## src/rtl/ddr_test_seq.sv

```systemverilog
// AXI4 master test sequencer: writes a pattern burst, reads it back, and steps
// through a contiguous region, emitting the address/strobe timing for the data generator and checker.
module ddr_test_seq #(
  parameter int AXI_DATA_WIDTH = 256,
  parameter int BURST_LEN      = 16
) (
  input  logic        SysClk,
  input  logic        Reset_N,
  input  logic        TestStart,
  input  logic [31:0] TestBase,
  input  logic [15:0] TestBurstNum,
  output logic        TestBusy,
  output logic        TestDone,
  output logic        RespErr,
  output logic        LenErr,
  output logic        WrStartEn,
  output logic        WriteEn,
  output logic [31:0] WrAddrOut,
  output logic        RdDataEn,
  output logic [31:0] RdAddrOut,
  output logic [31:0] AwAddr,
  output logic [7:0]  AwLen,
  output logic        AwValid,
  input  logic        AwReady,
  output logic        WValid,
  output logic        WLast,
  input  logic        WReady,
  input  logic        BValid,
  input  logic [1:0]  BResp,
  output logic        BReady,
  output logic [31:0] ArAddr,
  output logic [7:0]  ArLen,
  output logic        ArValid,
  input  logic        ArReady,
  input  logic        RValid,
  input  logic        RLast,
  input  logic [1:0]  RResp,
  output logic        RReady,
  output logic [3:0]  DbgState
);

  localparam logic [31:0] BN          = 32'(AXI_DATA_WIDTH / 8);
  localparam logic [31:0] BURST_BYTES = 32'(BURST_LEN * (AXI_DATA_WIDTH / 8));
  localparam logic [7:0]  LEN_M1      = 8'(BURST_LEN - 1);

  // Handshake rule on every AXI channel: a transfer happens in a cycle where
  // valid and ready are both high; a raised valid stays high until that cycle.
  typedef enum logic [3:0] {
    S_IDLE    = 4'd0,
    S_WR_PRE  = 4'd1,
    S_WR_AW   = 4'd2,
    S_WR_DATA = 4'd3,
    S_WR_RESP = 4'd4,
    S_RD_AR   = 4'd5,
    S_RD_DATA = 4'd6,
    S_NEXT    = 4'd7,
    S_DONE    = 4'd8
  } state_t;

  state_t      state, stateNxt;
  logic [31:0] burstAddr;
  logic [31:0] wrAddrReg, wrAddrNxt;
  logic [31:0] rdAddr;
  logic [31:0] beatAddrNxt;
  logic [7:0]  beatCnt;
  logic [15:0] burstCnt;
  logic [15:0] burstNum;
  logic        respErr, lenErr;
  logic        lastBeat;

  assign lastBeat    = (beatCnt == LEN_M1);
  assign beatAddrNxt = burstAddr + (32'(beatCnt) + 32'd1) * BN;

  always_ff @(posedge SysClk or negedge Reset_N) begin
    if (!Reset_N) state <= S_IDLE;
    else          state <= stateNxt;
  end

  always_comb begin
    stateNxt  = state;
    TestDone  = 1'b0;
    WrStartEn = 1'b0;
    AwValid   = 1'b0;
    AwLen     = 8'd0;
    WValid    = 1'b0;
    WLast     = 1'b0;
    BReady    = 1'b0;
    ArValid   = 1'b0;
    ArLen     = 8'd0;
    RReady    = 1'b0;
    wrAddrNxt = wrAddrReg;
    case (state)
      S_IDLE: begin
        if (TestStart) stateNxt = (TestBurstNum == 16'd0) ? S_DONE : S_WR_PRE;
      end
      S_WR_PRE: begin
        WrStartEn = 1'b1;
        wrAddrNxt = burstAddr;
        stateNxt  = S_WR_AW;
      end
      S_WR_AW: begin
        AwValid = 1'b1;
        AwLen   = LEN_M1;
        if (AwReady) stateNxt = S_WR_DATA;
      end
      S_WR_DATA: begin
        WValid = 1'b1;
        WLast  = lastBeat;
        // The generator loads the next beat's data during this handshake.
        if (WReady) begin
          wrAddrNxt = beatAddrNxt;
          if (lastBeat) stateNxt = S_WR_RESP;
        end
      end
      S_WR_RESP: begin
        BReady = 1'b1;
        if (BValid) stateNxt = S_RD_AR;
      end
      S_RD_AR: begin
        ArValid = 1'b1;
        ArLen   = LEN_M1;
        if (ArReady) stateNxt = S_RD_DATA;
      end
      S_RD_DATA: begin
        RReady = 1'b1;
        if (RValid && (RLast || lastBeat)) stateNxt = S_NEXT;
      end
      S_NEXT: begin
        stateNxt = (burstCnt + 16'd1 == burstNum) ? S_DONE : S_WR_PRE;
      end
      S_DONE: begin
        TestDone = 1'b1;
        stateNxt = S_IDLE;
      end
      default: stateNxt = S_IDLE;
    endcase
  end

  always_ff @(posedge SysClk or negedge Reset_N) begin
    if (!Reset_N) begin
      burstAddr <= 32'd0;
      wrAddrReg <= 32'd0;
      rdAddr    <= 32'd0;
      beatCnt   <= 8'd0;
      burstCnt  <= 16'd0;
      burstNum  <= 16'd0;
      respErr   <= 1'b0;
      lenErr    <= 1'b0;
    end else begin
      wrAddrReg <= wrAddrNxt;
      case (state)
        S_IDLE: begin
          if (TestStart) begin
            burstAddr <= TestBase;
            burstCnt  <= 16'd0;
            burstNum  <= TestBurstNum;
            respErr   <= 1'b0;
            lenErr    <= 1'b0;
          end
        end
        S_WR_AW: begin
          if (AwReady) beatCnt <= 8'd0;
        end
        S_WR_DATA: begin
          if (WReady) beatCnt <= beatCnt + 8'd1;
        end
        S_WR_RESP: begin
          if (BValid && (BResp != 2'b00)) respErr <= 1'b1;
        end
        S_RD_AR: begin
          if (ArReady) begin
            beatCnt <= 8'd0;
            rdAddr  <= burstAddr;
          end
        end
        S_RD_DATA: begin
          if (RValid) begin
            rdAddr  <= rdAddr + BN;
            beatCnt <= beatCnt + 8'd1;
            if (RResp != 2'b00) respErr <= 1'b1;
            // RLAST must coincide exactly with the final beat of the burst.
            if (RLast != lastBeat) lenErr <= 1'b1;
          end
        end
        S_NEXT: begin
          burstAddr <= burstAddr + BURST_BYTES;
          burstCnt  <= burstCnt + 16'd1;
        end
        default: ;
      endcase
    end
  end

  assign TestBusy  = (state != S_IDLE);
  assign WriteEn   = WValid & WReady;
  assign RdDataEn  = RValid & RReady;
  assign WrAddrOut = wrAddrNxt;
  assign RdAddrOut = rdAddr;
  assign AwAddr    = burstAddr;
  assign ArAddr    = burstAddr;
  assign RespErr   = respErr;
  assign LenErr    = lenErr;
  assign DbgState  = state;

endmodule

```

## config.mk

```make
export PLATFORM = sky130hd
export DESIGN_NAME = ddr_test_seq
export DESIGN_NICKNAME = d
export VERILOG_FILES = /design/src/rtl/ddr_test_seq.sv
export SDC_FILE = /design/constraint.sdc
export NUM_CORES = 1
export LEC_CHECK = 0
export ABC_AREA = 1
export ABC_CLOCK_PERIOD_IN_PS = 8500
export CAP_MARGIN = 20
export CORE_MARGIN = 2
export CORE_UTILIZATION = 50
export CTS_BUF_LIST = sky130_fd_sc_hd__clkbuf_4 sky130_fd_sc_hd__clkbuf_8 sky130_fd_sc_hd__clkbuf_16
export CTS_CLUSTER_SIZE = 8
export DETAILED_ROUTE_END_ITERATION = 8
export GPL_ROUTABILITY_DRIVEN = 1
export PLACE_DENSITY = 0.77
export SYNTH_ARGS = -nofsm -noshare
export SYNTH_HDL_FRONTEND = slang
export SYNTH_SLANG_ARGS = --single-unit
export TNS_END_PERCENT = 50
```

## constraint.sdc

```tcl
create_clock -name SysClk -period 8.5 [get_ports SysClk]
set_input_delay 1.7 -clock SysClk [delete_from_list [all_inputs] [get_ports SysClk]]
set_output_delay 1.7 -clock SysClk [all_outputs]
set_load 0.005 [all_outputs]
```

==> results_dict.tcl, run 1 <==
set metrics [dict create \
    row_count 49 \
    clkLatencyLatePin_ns 0.43 \
    place_hpwl_mm 21.5 \
    firstDrtPassIters 8 \
    fin_tns_setup_ns 0 \
    cp-start-kind "flip-flop" \
    finalCritPeriodShare_pct 70.5 \
    hp-class "flip-flop to flip-flop" \
    crit_chain "inv_1, nor3_1, nand3_1, nor2_1, nand2_1, xor2_1, inv_1, ha_1, nand2_1, nor2_1, nand3_1, nand3_1, nand3_1, nor2_1, xor2_1, nand2_1, a21oi_1, clkdlybuf4s50_1" \
    max_stage_delay_ns 0.54 \
    worst_slack_ns 2.51 \
    antenna_found_initial 2 \
    slew_headroom_pct 31.5 \
    grt_pass1_vias 8829 \
    cts-htree-levels 4 \
    post_drt_wl_per_cell_um 18.1 \
    grt_max_degree 76 \
    synth_edf_count 0 \
    grt_usage_pct 30.6 \
    cts_buffer_depth 2 \
    rsz0062_at_grt "false" \
    setup_viol 0 \
    numCtsBuffers 17 \
    die-area_um2 19700 \
    grt_remaining_overflow 0 \
    crit_fanout 5 \
    yosysWarnings 0 \
    yosys_register_bits 142 \
    cp_slowest_cell "clkdlybuf4s50_1" \
    ant_nets 0 \
    crit_path_end_kind "output pin" \
    maxCapViolCount 0 \
    ir_drop_mv 0.201 \
    async_flop_share_pct 100 \
    drt_iter0_markers 956 \
    synth.distinct_cells 55 \
    status "finished clean" \
    core-area_um2 18100 \
    synth.avg_cell_area_um2 7.46 \
    cts_tree "built" \
    holdCritStartpoint "wrAddrReg[0]$_DFF_PN0_" \
    via_count 9369 \
    syn_inst 1244 \
    path_delay_family "simple AND/OR/NAND/NOR gates" \
    fin_crit_ns 5.99 \
    dp_cells 1609 \
    netlist_area_um2 9280 \
    hold-path-cell-count 2 \
    place_congestion 0.916 \
    leakagePower_nw 5.16 \
    numPortBuffers 213 \
    ys_seq_area_share_pct 38.3 \
    worstMarginPinSlew_ns 1.03 \
    via_per_inst 5.71 \
    synth_flop_cell "dfrtp_1" \
    skew_ns 0.00878 \
    critical_path_arrival_ns 4.29 \
    fmax_ghz 0.167 \
    areaGrowthSynthToFinish_pct 27.5 \
    hold_viol 0 \
    stdcell_count 1641 \
    r2r-start "beatCnt[2]$_DFFE_PN0P_" \
    worst-path-buf-inv 3 \
    worstHoldEndpoint "wrAddrReg[0]$_DFF_PN0_" \
    fin_nets 1475 \
    detailedPlace.worstSlack_ns 2.78 \
    post_cts_buffers 0 \
    final_max_slew_viol_count 0 \
    wl_mm 29.6 \
    power_density_nw_per_um2 371 \
    path_common_cell "nand3_1" \
    timing.rr.end "wrAddrReg[26]$_DFF_PN0_" \
    die_h_um 140 \
    clock_sink_count 142 \
    die_w_um 140 \
    grt_pass1_wl_mm 47.6 \
    power.total_mw 4.39 \
    required_ns 6.80 \
    cts_root_buffer "clkbuf_16" \
    drc_errors 0 \
    initial_utilization_pct 51.3 \
    cts_resized 0 \
    rrSetupSlack_ns 5.08 \
    io-pin-count 222 \
    drive_gt1_share_pct 6.24 \
    reg2reg_depth 17 \
    clk_pin_slew_ns 0.06 \
    cts_hold_buf 0 \
    critical_path_class "flip-flop to output pin" \
    final_util_pct 65.4 \
]
==> metal layers <==
metal / part of all wire, % / vias to the layer above / wire, um / global-route usage (%)
met5: 0.081 / - / 24 / 0
met4: 1.7 / 2 / 490 / 7.92
met3: 8.0 / 39 / 2370 / 6.84
met2: 47 / 453 / 13900 / 49.5
met1: 43 / 4430 / 12900 / 41.8
li1: - / 4445 / - / -
==> cell type report <==
cell class	count	area, um^2
antenna	1	2.50
clock buffer	24	497
clock inverter	7	110
fill	1544	6260
inverter	161	604
multi-input combinational	859	4580
sequential	142	3550
tap	229	287
timing repair buffer	218	2190
==> cell families after synthesis <==
kind of cell	count (synthesis)	synth area share, %
other	1	0.0404
AOI/OAI and AO/OA	278	18.0
buffers and inverters	250	12.6
xor gates and xnor gates	39	3.83
adders and majority gates	15	2.10
DFF	142	38.3
and+or+nand+nor	519	25.0
==> worst register-to-register path: stages, from the launching register on <==
cell and delay [ns]:
dfrtp_1 0.38, inv_1 0.07, nor3_1 0.27, nand3_1 0.17
nor2_1 0.11, nand2_1 0.07, xor2_1 0.17, inv_1 0.07
ha_1 0.41, nand2_1 0.17, nor2_1 0.21, nand3_1 0.13
nand3_1 0.29, nand3_1 0.21, nor2_1 0.15, xor2_1 0.16
nand2_1 0.07, a21oi_1 0.21
==> state kept, by name, indices dropped and copies added, names as in the netlist <==
signal	count
ArAddr	32
DbgState	4
LenErr	1
RdAddrOut	32
RespErr	1
beatCnt	8
burstCnt	16
burstNum	16
wrAddrReg	32
==> per-stage QoR <==
step / hold WS (ns) / instance area [um^2]
6_report: 0.485 / 11800
5_1_grt: 0.502 / 11800
3_5_place_dp: 0.467 / 11200
2_1_floorplan: 0.461 / 9300
3_3_place_gp: 0.465 / 11200
4_1_cts: 0.483 / 11800
==> cells in the final DEF, fill, tap and decap left out, types with 3 or more instances in the layout <==
| cell | count |
|---|---|
| a211oi_1 | 3 |
| a21oi_1 | 74 |
| a221oi_1 | 19 |
| a22oi_1 | 4 |
| buf_4 | 4 |
| bufinv_16 | 3 |
| clkbuf_16 | 17 |
| clkbuf_4 | 4 |
| clkbuf_8 | 3 |
| clkdlybuf4s50_1 | 212 |
| clkinv_2 | 4 |
| conb_1 | 8 |
| dfrtp_1 | 142 |
| ha_1 | 14 |
| inv_1 | 147 |
| inv_2 | 14 |
| nand2_1 | 250 |
| nand2_2 | 5 |
| nand3_1 | 89 |
| nand3b_1 | 4 |
| nand4_1 | 16 |
| nor2_1 | 100 |
| nor2_2 | 9 |
| nor2_4 | 6 |
| nor3_1 | 16 |
| nor3_2 | 3 |
| nor4_1 | 10 |
| o211ai_1 | 10 |
| o21ai_0 | 80 |
| o21ai_1 | 22 |
| o21ai_2 | 5 |
| o221ai_1 | 7 |
| o22ai_1 | 28 |
| o31ai_1 | 12 |
| xnor2_1 | 3 |
| xor2_1 | 35 |
==> power breakdown <==
group / internal (mW) / total [mW] / leakage [nW] / switching, mW
clock: 0.494 / 0.786 / 0.308 / 0.292
combinational: 1.09 / 2.30 / 3.08 / 1.21
sequential: 0.958 / 1.31 / 1.77 / 0.349
==> synth_stat cells, types with 17 or more instances <==
| cell | instances | area share [%] |
|---|---|---|
| a21oi_1 | 74 | 4.0 |
| a221oi_1 | 19 | 1.8 |
| buf_2 | 17 | 0.92 |
| buf_4 | 53 | 4.3 |
| clkbuf_1 | 17 | 0.69 |
| dfrtp_1 | 142 | 38 |
| inv_1 | 147 | 5.9 |
| nand2_1 | 250 | 10 |
| nand3_1 | 89 | 4.8 |
| nor2_1 | 100 | 4.0 |
| o21ai_0 | 80 | 4.3 |
| o21ai_1 | 22 | 1.2 |
| o22ai_1 | 28 | 1.9 |
| xor2_1 | 35 | 3.3 |
==> worst max-delay path by stage <==
| stage | from | to | slack, ns | depth (start not counted) |
|---|---|---|---|---|
| global placement | WReady | WrAddrOut[11] | 2.81 | 9 |
| floorplan | beatCnt[2]$_DFFE_PN0P_ | WrAddrOut[21] | 4.24 | 16 |
| CTS | beatCnt[2]$_DFFE_PN0P_ | WrAddrOut[26] | 2.59 | 18 |
| global route | beatCnt[2]$_DFFE_PN0P_ | WrAddrOut[27] | 2.24 | 17 |
| detailed placement | WReady | WrAddrOut[11] | 2.78 | 9 |
| finish | beatCnt[2]$_DFFE_PN0P_ | WrAddrOut[26] | 2.51 | 18 |
Note: power is estimated with default switching activity, not from simulation.
==> run 2: changes to the inputs <==
- ABC_CLOCK_PERIOD_IN_PS: 8500 -> 5700
- clock period: 8.5 -> 5.7 ns (I/O delays scaled with it)
==> run 2 against run 1 <==
  * Setup slack worse by 2.0 ns
  * Clock power up 44%
  * Count of clock-buffer cells in the layout unchanged
  * Total power up 49%
  * First-iteration DRC count up 1.4%
  * Cell area down 0.11%
  * Sequential power up 49%
  * Flip-flop and latch count unchanged
  * Routed wire length up 2.0%
  * Sequential share of layout area about the same
  * Non-clock buffer count up 2
  * Via count up 2.1%
  * Largest power group unchanged
==> results_dict.tcl, run 2 (synthesized netlist as in run 1, its figures left out) <==
set metrics [dict create \
    status "finished clean" \
    final_area_um2 11800 \
    skew_ns 0.00784 \
    reg2reg_depth 16 \
    cts_buffer_depth 2 \
    grt_pass1_vias 8845 \
    clock_sink_count 142 \
    slew_headroom_pct 32.4 \
    grt_usage_pct 30.9 \
    drc_errors 0 \
    clkLatencyLatePin_ns 0.43 \
    via_count 9564 \
    fin_crit_ns 5.20 \
    rrSetupSlack_ns 2.51 \
    via_per_inst 5.82 \
    die-area_um2 19700 \
    antenna_found_initial 1 \
    cts_tree "built" \
    detailedPlace.worstSlack_ns 0.976 \
    power_density_nw_per_um2 553 \
    place_hpwl_mm 21.7 \
    holdCritStartpoint "RdAddrOut[4]$_DFFE_PN0P_" \
    final_common_cell "nand2_1" \
    row_count 49 \
    grt_max_degree 63 \
    fin_nets 1477 \
    leakagePower_nw 5.15 \
    fmax_ghz 0.192 \
    crit_path_end_kind "output pin" \
    final_util_pct 65.3 \
    areaGrowthSynthToFinish_pct 27.3 \
    fillers 1523 \
    initial_utilization_pct 51.3 \
    numPortBuffers 213 \
    cp_slowest_cell "clkdlybuf4s50_1" \
    wl_mm 30.2 \
    core-area_um2 18100 \
    io-pin-count 222 \
    post_drt_wl_per_cell_um 18.4 \
    die_w_um 140 \
    finalCritPeriodShare_pct 91.1 \
    maxCapViolCount 0 \
    cts_root_buffer "clkbuf_16" \
    clk_pin_slew_ns 0.06 \
    worstMarginPinSlew_ns 1.01 \
    final_max_slew_viol_count 0 \
    path_common_cell "nand2_1" \
    hp-class "flip-flop to flip-flop" \
    setup_viol 0 \
    crit_fanout 9 \
    cp-start-kind "flip-flop" \
    grt_remaining_overflow 0 \
    hold_viol 0 \
    cts-htree-levels 4 \
    ant_nets 0 \
    drive_gt1_share_pct 6.30 \
    rsz0062_at_grt "false" \
    worstHoldEndpoint "RdAddrOut[4]$_DFFE_PN0P_" \
    drt_iter0_markers 969 \
    fin_tns_setup_ns 0 \
    numCtsBuffers 17 \
    required_ns 4.56 \
    ir_drop_mv 0.285 \
    crit_chain "inv_1, nor3_1, nand3_1, nor2_1, nand2_1, xor2_1, inv_1, ha_1, nand2_1, nor2_1, nand4_1, o21ai_4, nand2_1, o21ai_0, nand3_1, a21oi_1, clkdlybuf4s50_1" \
    hold-path-cell-count 2 \
    max_stage_delay_ns 0.54 \
    die_h_um 140 \
    postPlaceCellArea_um2 11200 \
    timing.rr.end "wrAddrReg[21]$_DFF_PN0_" \
    firstDrtPassIters 5 \
    cts_hold_buf 0 \
    r2r-start "beatCnt[0]$_DFFE_PN0P_" \
    power.total_mw 6.54 \
    grt_pass1_wl_mm 48.3 \
    mostFrequentLayoutCells "250 x nand2_1, 212 x clkdlybuf4s50_1, 147 x inv_1" \
    critical_path_arrival_ns 4.06 \
    worst_slack_ns 0.505 \
    place_congestion 0.955 \
    critical_path_class "flip-flop to output pin" \
]
-- run 2: layout make-up --
cell class,count,area [um^2],share of cell area (%)
diodes,1,2.50,0.0212
clock buffers,24,509,4.31
clock inverters,6,82.6,0.699
inverters,161,604,5.12
multi-input cells,859,4590,38.8
flip-flops and latches,142,3550,30.1
well taps,229,287,2.43
repair buffers,220,2190,18.5
-- run 2: timing repair --
action,in CTS,in global routing
endpoints found under the setup margin,0,1
resized for setup,0,1
hold endpoints to repair,0,0
setup buffers,0,0
-- run 2: worst max-delay path, delay by kind of cell (launching register included) --
family | cells | cell delay (ns)
simple gates | 9 | 1.28
compound gates | 3 | 0.72
buf+inv | 3 | 0.71
xor+xnor | 1 | 0.17
fa+ha+maj | 1 | 0.36
flops | 1 | 0.40
-- run 2: where the power goes --
part           internal, mW  switching (mW)  total, mW
logic                  1.61            1.84       3.45
clock network         0.705           0.430       1.13
registers              1.43           0.518       1.95
-- run 2: routing by layer --
metal | track usage (%) | wire, um | vias to the layer above
met5 | 0 | 0 | -
met4 | 10.6 | 833 | 0
met3 | 5.57 | 2810 | 72
met2 | 48.7 | 13800 | 545
met1 | 43.1 | 12800 | 4498
li1 | - | - | 4449
-- run 2: how the worst max path moves through the flow --
stage               endpoint  slack [ns]  cells past startpoint                   start
2_1_floorplan  WrAddrOut[21]        2.00                     16  beatCnt[2]$_DFFE_PN0P_
3_3_place_gp   WrAddrOut[21]        1.09                     17  beatCnt[2]$_DFFE_PN0P_
3_5_place_dp   WrAddrOut[21]        0.98                     17  beatCnt[2]$_DFFE_PN0P_
4_1_cts        WrAddrOut[21]        0.51                     17  beatCnt[2]$_DFFE_PN0P_
5_1_grt        WrAddrOut[21]        0.06                     17  beatCnt[2]$_DFFE_PN0P_
6_report       WrAddrOut[21]        0.50                     17  beatCnt[0]$_DFFE_PN0P_
-- run 2: through the flow --
stage / hold slack [ns] / std cells
after floorplan: 0.461 / 1251
final: 0.491 / 1642
after detailed placement: 0.474 / 1611
after global routing: 0.513 / 1642
after global placement: 0.466 / 1611
after CTS: 0.491 / 1641
==> run 3: changes to the inputs <==
- MAX_ROUTING_LAYER: unset -> met4
==> run 3 against run 2 <==
  * Clock power rose by 6%
  * Critical path depth did not move
  * Final cell count did not move
  * Core utilization rose by 0.10 points
  * Setup slack got worse by 0.15 ns
  * Critical path type unchanged
  * Sequential power barely moved
  * Total power rose by 0.44%
  * Die area did not move
  * Largest power group unchanged
==> results_dict.tcl, run 3 (synthesized netlist as in run 1, its figures left out) <==
set metrics [dict create \
    drt_iter0_markers 896 \
    numPortBuffers 213 \
    grt_pass1_wl_mm 48.0 \
    die_h_um 140 \
    cts_root_buffer "clkbuf_16" \
    ant_nets 0 \
    wl_mm 30.2 \
    clk_pin_slew_ns 0.06 \
    leakagePower_nw 5.16 \
    clock_sink_count 142 \
    cts_tree "built" \
    wl_met3_mm 2.17 \
    row_count 49 \
    critical_path_arrival_ns 4.21 \
    cts_hold_buf 0 \
    clkLatencyLatePin_ns 0.43 \
    grt_remaining_overflow 0 \
    required_ns 4.56 \
    final_common_cell "nand2_1" \
    finalCritPeriodShare_pct 93.8 \
    initial_utilization_pct 51.3 \
    drc_errors 0 \
    fin_crit_ns 5.35 \
    antenna_found_initial 0 \
    fin_nets 1477 \
    via_per_inst 5.80 \
    n_antenna_cell 0 \
    grt_max_degree 62 \
    post_drt_wl_per_cell_um 18.4 \
    power_density_nw_per_um2 555 \
    grt_pass1_vias 8874 \
    status "finished clean" \
    max_stage_delay_ns 0.54 \
    numCtsBuffers 17 \
    areaGrowthSynthToFinish_pct 27.5 \
    critical_path_class "flip-flop to output pin" \
    core-area_um2 18100 \
    fmax_ghz 0.187 \
    path_delay_family "simple AND/OR/NAND/NOR gates" \
    drive_gt1_share_pct 6.37 \
    dp_cells 1611 \
    dr.max_layer_used "met4" \
    hold_viol 0 \
    setup_viol 0 \
    crit_path_end_kind "output pin" \
    maxCapViolCount 0 \
    cts_buffer_depth 2 \
    wl_met1_mm 13.4 \
    via_count 9517 \
    place_hpwl_mm 22.0 \
    cts_resized 0 \
    die-area_um2 19700 \
    skew_ns 0.00898 \
    cp-start-kind "flip-flop" \
    dr_wl_met2_mm 13.9 \
    slew_headroom_pct 30.1 \
    mostFrequentLayoutCells "250 x nand2_1, 212 x clkdlybuf4s50_1, 147 x inv_1" \
    io-pin-count 222 \
    ir_drop_mv 0.306 \
    crit_chain "inv_1, nor3_1, nand3_1, nor2_1, nand2_1, xor2_1, inv_1, ha_1, nand2_1, nor2_1, nand4_1, o21ai_2, nand2_1, o21ai_0, nand3_1, a21oi_1, clkdlybuf4s50_1" \
    hp-class "flip-flop to flip-flop" \
    post_cts_buffers 0 \
    worstMarginPinSlew_ns 1.05 \
    crit_fanout 9 \
    cp_slowest_cell "clkdlybuf4s50_1" \
    firstDrtPassIters 6 \
    die_w_um 140 \
    fin_tns_setup_ns 0 \
    place_congestion 0.966 \
    cts-htree-levels 4 \
    rsz0062_at_grt "false" \
    grt_usage_pct 31.7 \
    stdcell_count 1642 \
    worst-path-buf-inv 3 \
    final_max_slew_viol_count 0 \
    path_common_cell "nand2_1" \
]
## run 3: tightest hold or removal path, delay by kind of cell, from the launching register on
kind	cells	cell delay, ns
AND/OR/NAND/NOR	1	0.05
AO/OA/AOI/OAI	1	0.06
flip-flops	1	0.34
## run 3: stage by stage
stage	power [mW]	hold WS [ns]	utilization (%)	instance area [um^2]	setup WS (ns)
after floorplan	3.70	0.461	-	9300	2.00
after CTS	6.53	0.485	65.4	11800	0.430
after detailed placement	5.32	0.471	62.0	11200	0.919
final	6.56	0.482	65.4	11800	0.351
after global routing	6.98	0.502	65.4	11800	0.000683
after global placement	5.28	0.466	62.0	11200	1.08
## run 3: path summary, 6_finish.rpt
check,from,to,slack (ns),cells after the start
worst min-delay path,RdAddrOut[1]$_DFFE_PN0P_,RdAddrOut[1]$_DFFE_PN0P_,0.48,2
worst max-delay path,beatCnt[2]$_DFFE_PN0P_,WrAddrOut[21],0.35,17
worst min register to register,RdAddrOut[1]$_DFFE_PN0P_,RdAddrOut[1]$_DFFE_PN0P_,0.48,2
min in group asynchronous,Reset_N,burstNum[7]$_DFFE_PN0P_,0.71,1
max in group asynchronous,Reset_N,burstCnt[12]$_DFFE_PN0P_,3.94,2
worst max register to register,beatCnt[2]$_DFFE_PN0P_,wrAddrReg[21]$_DFF_PN0_,2.36,16
## run 3: power breakdown
group	switching (mW)	leakage (nW)	internal (mW)
Sequential	0.516	1.77	1.43
Combinational	1.82	3.09	1.61
Clock	0.446	0.299	0.749
Total	2.78	5.16	3.78
## run 3: per-layer routing
metal | GRT usage [%] | vias to the layer above
met1 | 43.5 | 4536
met4 | 9.68 | 0
met3 | 5.33 | 63
met5 | - | -
met2 | 48.7 | 457
li1 | - | 4461
## run 3: area by class of cell
class	count	area [um^2]
fill	1582	6250
multi-input combinational	859	4580
sequential	142	3550
timing repair buffer	220	2190
inverter	161	604
clock buffer	20	454
tap	229	287
clock inverter	11	166
